## config.mk

```make
export PLATFORM = sky130hd
export DESIGN_NAME = spi_rx_block_sched
export DESIGN_NICKNAME = d
export VERILOG_FILES = /design/src/rtl/spi_rx_block_sched.sv
export SDC_FILE = /design/constraint.sdc
export NUM_CORES = 2
export LEC_CHECK = 0
export ABC_AREA = 1
export ABC_CLOCK_PERIOD_IN_PS = 78500
export BUFFER_PORTS_ARGS = -buffer_cell sky130_fd_sc_hd__buf_4
export CORE_AREA = 2 2 260 262
export DETAILED_ROUTE_END_ITERATION = 12
export DIE_AREA = 0 0 262 264
export MAX_ROUTING_LAYER = met4
export PLACE_DENSITY = 0.83
export RECOVER_POWER = 50
export SYNTH_ARGS = -nofsm -noshare
export SYNTH_HDL_FRONTEND = slang
export SYNTH_SLANG_ARGS = --single-unit
```

## constraint.sdc

```tcl
create_clock -name clk -period 78.5 [get_ports clk]
set_input_delay 3.925 -clock clk [delete_from_list [all_inputs] [get_ports clk]]
set_output_delay 3.925 -clock clk [all_outputs]
set_load 0.05 [all_outputs]
```

## src/rtl/spi_rx_block_sched.sv

```systemverilog
// Block scheduler between the 8-lane SPI receiver and the AES core.
// Queues received blocks, dispatches one AES job at a time, parks results for the CPU.
module spi_rx_block_sched #(
    parameter int FIFO_DEPTH     = 4,
    parameter int PTR_W          = 2,
    parameter int TIMEOUT_CYCLES = 1024
) (
    input  logic             clk,
    input  logic             reset,
    input  logic             enable,
    input  logic             rx_valid,
    input  logic [127:0]     rx_data,
    output logic             aes_start,
    output logic [127:0]     aes_din,
    input  logic             aes_done,
    input  logic [127:0]     aes_dout,
    output logic             res_valid,
    output logic [127:0]     res_data,
    input  logic             res_ready,
    input  logic             err_clr,
    output logic             err_timeout,
    output logic [PTR_W:0]   fifo_level,
    output logic [7:0]       drop_count,
    output logic             irq
);

    localparam int TW = $clog2(TIMEOUT_CYCLES);
    localparam logic [TW-1:0]  TMO_LAST = TW'(TIMEOUT_CYCLES - 1);
    localparam logic [PTR_W:0] LVL_FULL = (PTR_W+1)'(FIFO_DEPTH);

    typedef enum logic [1:0] {
        IDLE,
        START,
        WAIT,
        HOLD
    } state_t;

    state_t         state_q, state_d;
    logic [127:0]   mem_q [FIFO_DEPTH];
    logic [PTR_W-1:0] wr_q, wr_d, rd_q, rd_d;
    logic [PTR_W:0] lvl_q, lvl_d;
    logic [127:0]   din_q, din_d;
    logic [127:0]   res_q, res_d;
    logic [127:0]   hold_q, hold_d;
    logic           vld_q, vld_d;
    logic           err_q, err_d;
    logic [7:0]     drop_q, drop_d;
    logic [TW-1:0]  tmo_q, tmo_d;

    logic pop, push, slot_free;

    assign pop       = (state_q == IDLE) && enable && (lvl_q != '0);
    // A full FIFO can still take a block when the head leaves this cycle
    assign push      = rx_valid && ((lvl_q != LVL_FULL) || pop);
    assign slot_free = !vld_q || res_ready;

    always_comb begin
        wr_d   = wr_q;
        rd_d   = rd_q;
        lvl_d  = lvl_q;
        drop_d = drop_q;
        if (push) wr_d = wr_q + 1'b1;
        if (pop)  rd_d = rd_q + 1'b1;
        if (push && !pop) lvl_d = lvl_q + 1'b1;
        if (pop && !push) lvl_d = lvl_q - 1'b1;
        if (rx_valid && !push && (drop_q != 8'hFF)) drop_d = drop_q + 1'b1;
    end

    always_comb begin
        state_d = state_q;
        din_d   = din_q;
        res_d   = res_q;
        hold_d  = hold_q;
        tmo_d   = tmo_q;
        vld_d   = vld_q && !res_ready;
        err_d   = err_q;
        if (err_clr) err_d = 1'b0;
        unique case (state_q)
            IDLE: begin
                if (pop) begin
                    din_d   = mem_q[rd_q];
                    state_d = START;
                end
            end
            START: begin
                tmo_d   = '0;
                state_d = WAIT;
            end
            WAIT: begin
                if (aes_done) begin
                    if (slot_free) begin
                        res_d   = aes_dout;
                        vld_d   = 1'b1;
                        state_d = IDLE;
                    end else begin
                        hold_d  = aes_dout;
                        state_d = HOLD;
                    end
                end else if (tmo_q == TMO_LAST) begin
                    err_d   = 1'b1;
                    state_d = IDLE;
                end else begin
                    tmo_d = tmo_q + 1'b1;
                end
            end
            HOLD: begin
                if (slot_free) begin
                    res_d   = hold_q;
                    vld_d   = 1'b1;
                    state_d = IDLE;
                end
            end
            default: state_d = IDLE;
        endcase
    end

    always_ff @(posedge clk or posedge reset) begin
        if (reset) begin
            state_q <= IDLE;
            for (int i = 0; i < FIFO_DEPTH; i++) mem_q[i] <= '0;
            wr_q    <= '0;
            rd_q    <= '0;
            lvl_q   <= '0;
            din_q   <= '0;
            res_q   <= '0;
            hold_q  <= '0;
            vld_q   <= 1'b0;
            err_q   <= 1'b0;
            drop_q  <= '0;
            tmo_q   <= '0;
        end else begin
            state_q <= state_d;
            if (push) mem_q[wr_q] <= rx_data;
            wr_q    <= wr_d;
            rd_q    <= rd_d;
            lvl_q   <= lvl_d;
            din_q   <= din_d;
            res_q   <= res_d;
            hold_q  <= hold_d;
            vld_q   <= vld_d;
            err_q   <= err_d;
            drop_q  <= drop_d;
            tmo_q   <= tmo_d;
        end
    end

    assign aes_start   = (state_q == START);
    assign aes_din     = din_q;
    assign res_valid   = vld_q;
    assign res_data    = res_q;
    assign err_timeout = err_q;
    assign fifo_level  = lvl_q;
    assign drop_count  = drop_q;
    assign irq         = vld_q | err_q;

endmodule

```

# Word level (Yosys, flattened, before mapping)
# Cells that the tools add are included.
[op_classes]
bitwise = 4
addsub = 6
order_cmp = 3
n_reduce_logical = 25
eq_ne = 13
mux = 28
[ops]
columns = ["cell", "count"]
rows = [
  ["$mux 128", 6],
  ["$bwmux 512", 1],
  ["$bmux 128 s2", 1],
  ["$demux 128 s2", 1],
  ["$pmux 128 s2", 1],
  ["$mux 10", 2],
  ["$pmux 10 s2", 1],
  ["$ne 2x2->1 const B", 6],
  ["$add 10x1->10 const B", 1],
  ["$eq 10x10->1 const B", 1],
  ["$mux 2", 5],
  ["$logic_and 1x1->1", 9],
  ["$reduce_and 3->1", 3],
  ["$add 8x1->8 const B", 1],
  ["$ne 8x8->1 const B", 1],
  ["$pmux 2 s4", 1],
  ["$ge 3x3->1 const B", 2],
  ["$mux 1", 6],
  ["$mux 3", 2],
  ["$ne 3x3->1 const B", 2],
  ["$not 2->3", 2],
  ["$reduce_bool 2->1", 3],
  ["$add 2x1->2 const B", 2],
  ["$eq 2x2->1 const B", 2],
  ["13 further kinds", 17],
]
[totals]
wordCells = 94
input_bits = 263
register_bits = 925
output_inout_bits = 271

# Logic depth before layout (Yosys ltp)
[depth]
word_depth = 8
mapped_depth = 14

# Worst setup path before layout
# Ideal clock, no wire load.
[synth_path]
path_kind = "input port to flip-flop"
from = "in enable"
to = "reg lvl_q[2], in the netlist fifo_level[2]"
required_time_ns = 78.369
setup_slack_ns = 72.860
path_buffers = 2
stages = 12
t_arrival_ns = 5.509
cell_sequence = "nand2_1 inv_1 nand2_1 inv_2 buf_2 buf_2 ha_1 inv_1 fa_1 a21oi_1 o21ai_0 xor2_1"
[synth_via]
elab_chain_cells = 7
[synth_lines]
columns = ["item", "line_no", "rtl"]
rows = [
  ["from (decl)", "10", "input logic enable,"],
  ["$logic_and 1x1->1 (*) (2 in a row)", "52", "assign pop = (state_q == IDLE) && enable && (lvl_q != '0);"],
  ["net pop", "50", "logic pop, push, slot_free;"],
  ["$logic_or 1x1->1", "54", "assign push = rx_valid && ((lvl_q != LVL_FULL) || pop);"],
  ["$logic_and 1x1->1", "54", ""],
  ["$logic_not 1->1", "65", "if (pop && !push) lvl_d = lvl_q - 1'b1;"],
  ["$logic_and 1x1->1", "65", ""],
  ["$mux 3 or $reduce_bool 2->1 (tied branches)", "-", ""],
  ["to (signal assigned)", "136", "lvl_q <= lvl_d;"],
  ["to (decl)", "41", "logic [PTR_W:0] lvl_q, lvl_d;"],
]
# The timed path passes the listed nets; every way through them passes the cells marked *.
# A chain may end at the register's enable or synchronous reset.

==> out/results.ini <==
[synth]
yosysTopAreaCell = dfrtp_1
async_reset_ff_share_pct = 100.0
synth_area_leaders = dfrtp_1 (59%), o21ai_0 (14%), nand2_1 (9.3%), nor2_1 (6.3%), inv_1 (4.0%)
yosysSeqAreaShare_pct = 58.70
synth_flop_cell = dfrtp_1
yosysMostFrequentCell = o21ai_0
synthesis.instances = 4636
synth_fp_nets = 4912
synth_warnings = 0
netlist_area_um2 = 39430
ys_seq_elements = 925
avgSynthCellArea_um2 = 8.506
synth_edf_count = 0
synthDistinctLibCells = 27
yosysTopAreaCellShare_pct = 58.70
synth_common_cells = o21ai_0 (1122), nand2_1 (982), dfrtp_1 (925), nor2_1 (663), inv_1 (415)

[cells_and_area]
n_fill_cell = 5304
stdcell_count = 5958
syn2layout_area_growth_pct = 15.68
post-route-util_pct = 68.53
layout-drive-gt1-share_pct = 10.04
nets = 5259

[grt]
grt_pass1_vias = 31640
grt_pass1_wl_mm = 168.6
gr-total-overflow = 0
gr-usage-all-layers_pct = 31.43
antenna_found_initial = 26
grt_max_degree = 257

[floorplanning]
die_h_um = 264
ios = 534
start_util_pct = 59.24
rows = 95
fp.coreArea_um2 = 66560
die_area_um2 = 69170
die_w_um = 262

[timing]
post-route-period-util_pct = 18.22
final_hold_viol_count = 0
skew_ns = 0.02335
holdWs_ns = 0.4779
slew_headroom_pct = -526.9
drv_slew = 1252
post-route-min-period_ns = 14.31
rsz0062_at_grt = false
fmax_mhz = 69.90
worstMarginPinSlew_ns = 9.404
setup_viol = 0
timing.setup.tns_ns = 0

[clock_network]
cts.sinks = 925
clock_latency_ns = 0.65
clk_pin_slew_ns = 0.06
ctsResizeCount = 0
h-tree-depth = 3
cts_tree = yes
cts_inserted_buffers = 94
cts_root_buf = clkbuf_16
postCtsHoldBufs = 0
clockBufferDepth = 3
post_cts_buffers = 0

[min_path]
min_from = mem_q[109]
hold_class = flip-flop to flip-flop

[detailed_routing]
finalWirelength_mm = 106.2
drt_iter0_drc = 3578
drt_pass1_iterations = 7
drc = 0
drtAntennaViolNets = 0
wl_per_cell_um = 17.83
via_per_inst = 5.525
num_vias = 32920

[critical_path]
crit_arrival_ns = 12.88
cp-end-kind = async pin
critPathSlowestCell = clkbuf_1
cp-start-kind = input port
critPathMaxFanout = 171
max_stage_delay_ns = 6.20
startpoint = reset
crit_type = input port to async pin
path_cells = clkbuf_4, clkinvlp_2, clkbuf_1
r2r-start = state_q[0]
cp.required_ns = 77.08

[pwr]
power.total_uw = 2155
comb_power_share_pct = 41.7
p_seq_share_pct = 38.1
p_per_area_nw_per_um2 = 47.25
switching_share_pct = 44.72
peakVddDrop_mv = 0.04005
power.switching_uw = 963.9
p_int_uw = 1192
power_frac_clock_pct = 20.2
p_leak_uw = 0.02191

[status]
status = complete, but fails checks
violations = max-capacitance violations, max-slew violations

[place]
io_buffers = 533
dp_cells = 5760
hpwl_mm = 64.11
place_congestion = 0.8771

[run]
cap_violations = 12

## area by class of cell
type,count,area [um^2],area share [%]
antenna,26,65.06,0.1426
clock buffer,145,2765,6.062
clock inverter,27,259.0,0.5678
inverter,419,1583,3.470
multi-input combinational,2983,13230,29.00
sequential,925,23150,50.76
tap,873,1092,2.395
timing repair buffer,560,3468,7.603
## layer usage
metal  vias to the layer above  global-route usage, %  wire, um
met4                         0                  15.15      4977
li1                      15540                      -         -
met3                       310                  7.686      9189
met1                     15770                  39.47     41800
met5                         -                      -         0
met2                      1303                  48.04     50270
## power by group through the flow
stage | Sequential [uW] | Combinational, uW | Clock, uW
6_report | 821 | 900 | 435
5_1_grt | 844 | 990 | 460
4_1_cts | 816 | 931 | 442
3_5_place_dp | 820 | 923 | 0
3_3_place_gp | 814 | 895 | 0
2_1_floorplan | 1020 | 445 | 0
## sequential cells by signal (all words and copies together), names as in the netlist
register / cells
state_q: 2
fifo_level: 3
tmo_q: 10
rd_q: 2
wr_q: 2
mem_q: 512
hold_q: 128
res_valid: 1
err_timeout: 1
aes_din: 128
res_data: 128
drop_count: 8
## final timing paths
path                       depth (start not counted)  slack [ns]            to
max reg2reg                                        5       69.10  res_data[53]
max in group clk                                   5       66.83  res_data[53]
min                                                2        0.48    mem_q[109]
min in group asynchronous                          2        4.64  res_data[20]
min reg2reg                                        2        0.48    mem_q[109]
max                                                3       64.19   aes_din[61]
## layout by cell type, fill, tap and decap left out, types with 11 or more instances in the layout
cell type  netlist  layout
dfrtp_1        925     923
diode_2          0      26
clkinv_2         0      16
nor2_1         663     664
clkbuf_16        0      95
buf_4           17     349
ha_1            12      11
o21ai_0       1122    1153
a31oi_1        128     128
nand3_1         12      15
clkbuf_8         0      20
inv_1          415     413
clkbuf_1        86     236
nand2_1        982     982
## kinds of logic (layout without fill, tap and decap cells)
| kind of cell | Yosys count | after routing | share of synthesized area (%) |
|---|---|---|---|
| fa+ha+maj | 13 | 13 | 0.4315 |
| compound gates | 1290 | 1290 | 16.81 |
| buf+inv | 728 | 1151 | 7.755 |
| other cells | 0 | 26 | 0 |
| xor+xnor | 15 | 15 | 0.3332 |
| flops | 925 | 925 | 58.70 |
| simple gates | 1665 | 1665 | 15.97 |
## per-stage QoR
stage	setup WS, ns	cell area, um^2
2_1_floorplan	48.57	39430
3_3_place_gp	71.35	43400
3_5_place_dp	71.28	43400
4_1_cts	71.93	46430
5_1_grt	61.84	45620
6_report	64.19	45620
## critical path: cells and delay by family
family	cells	cell delay, ns
buffers and inverters	3	8.77
No activity file was read; power rests on OpenSTA's default activity.
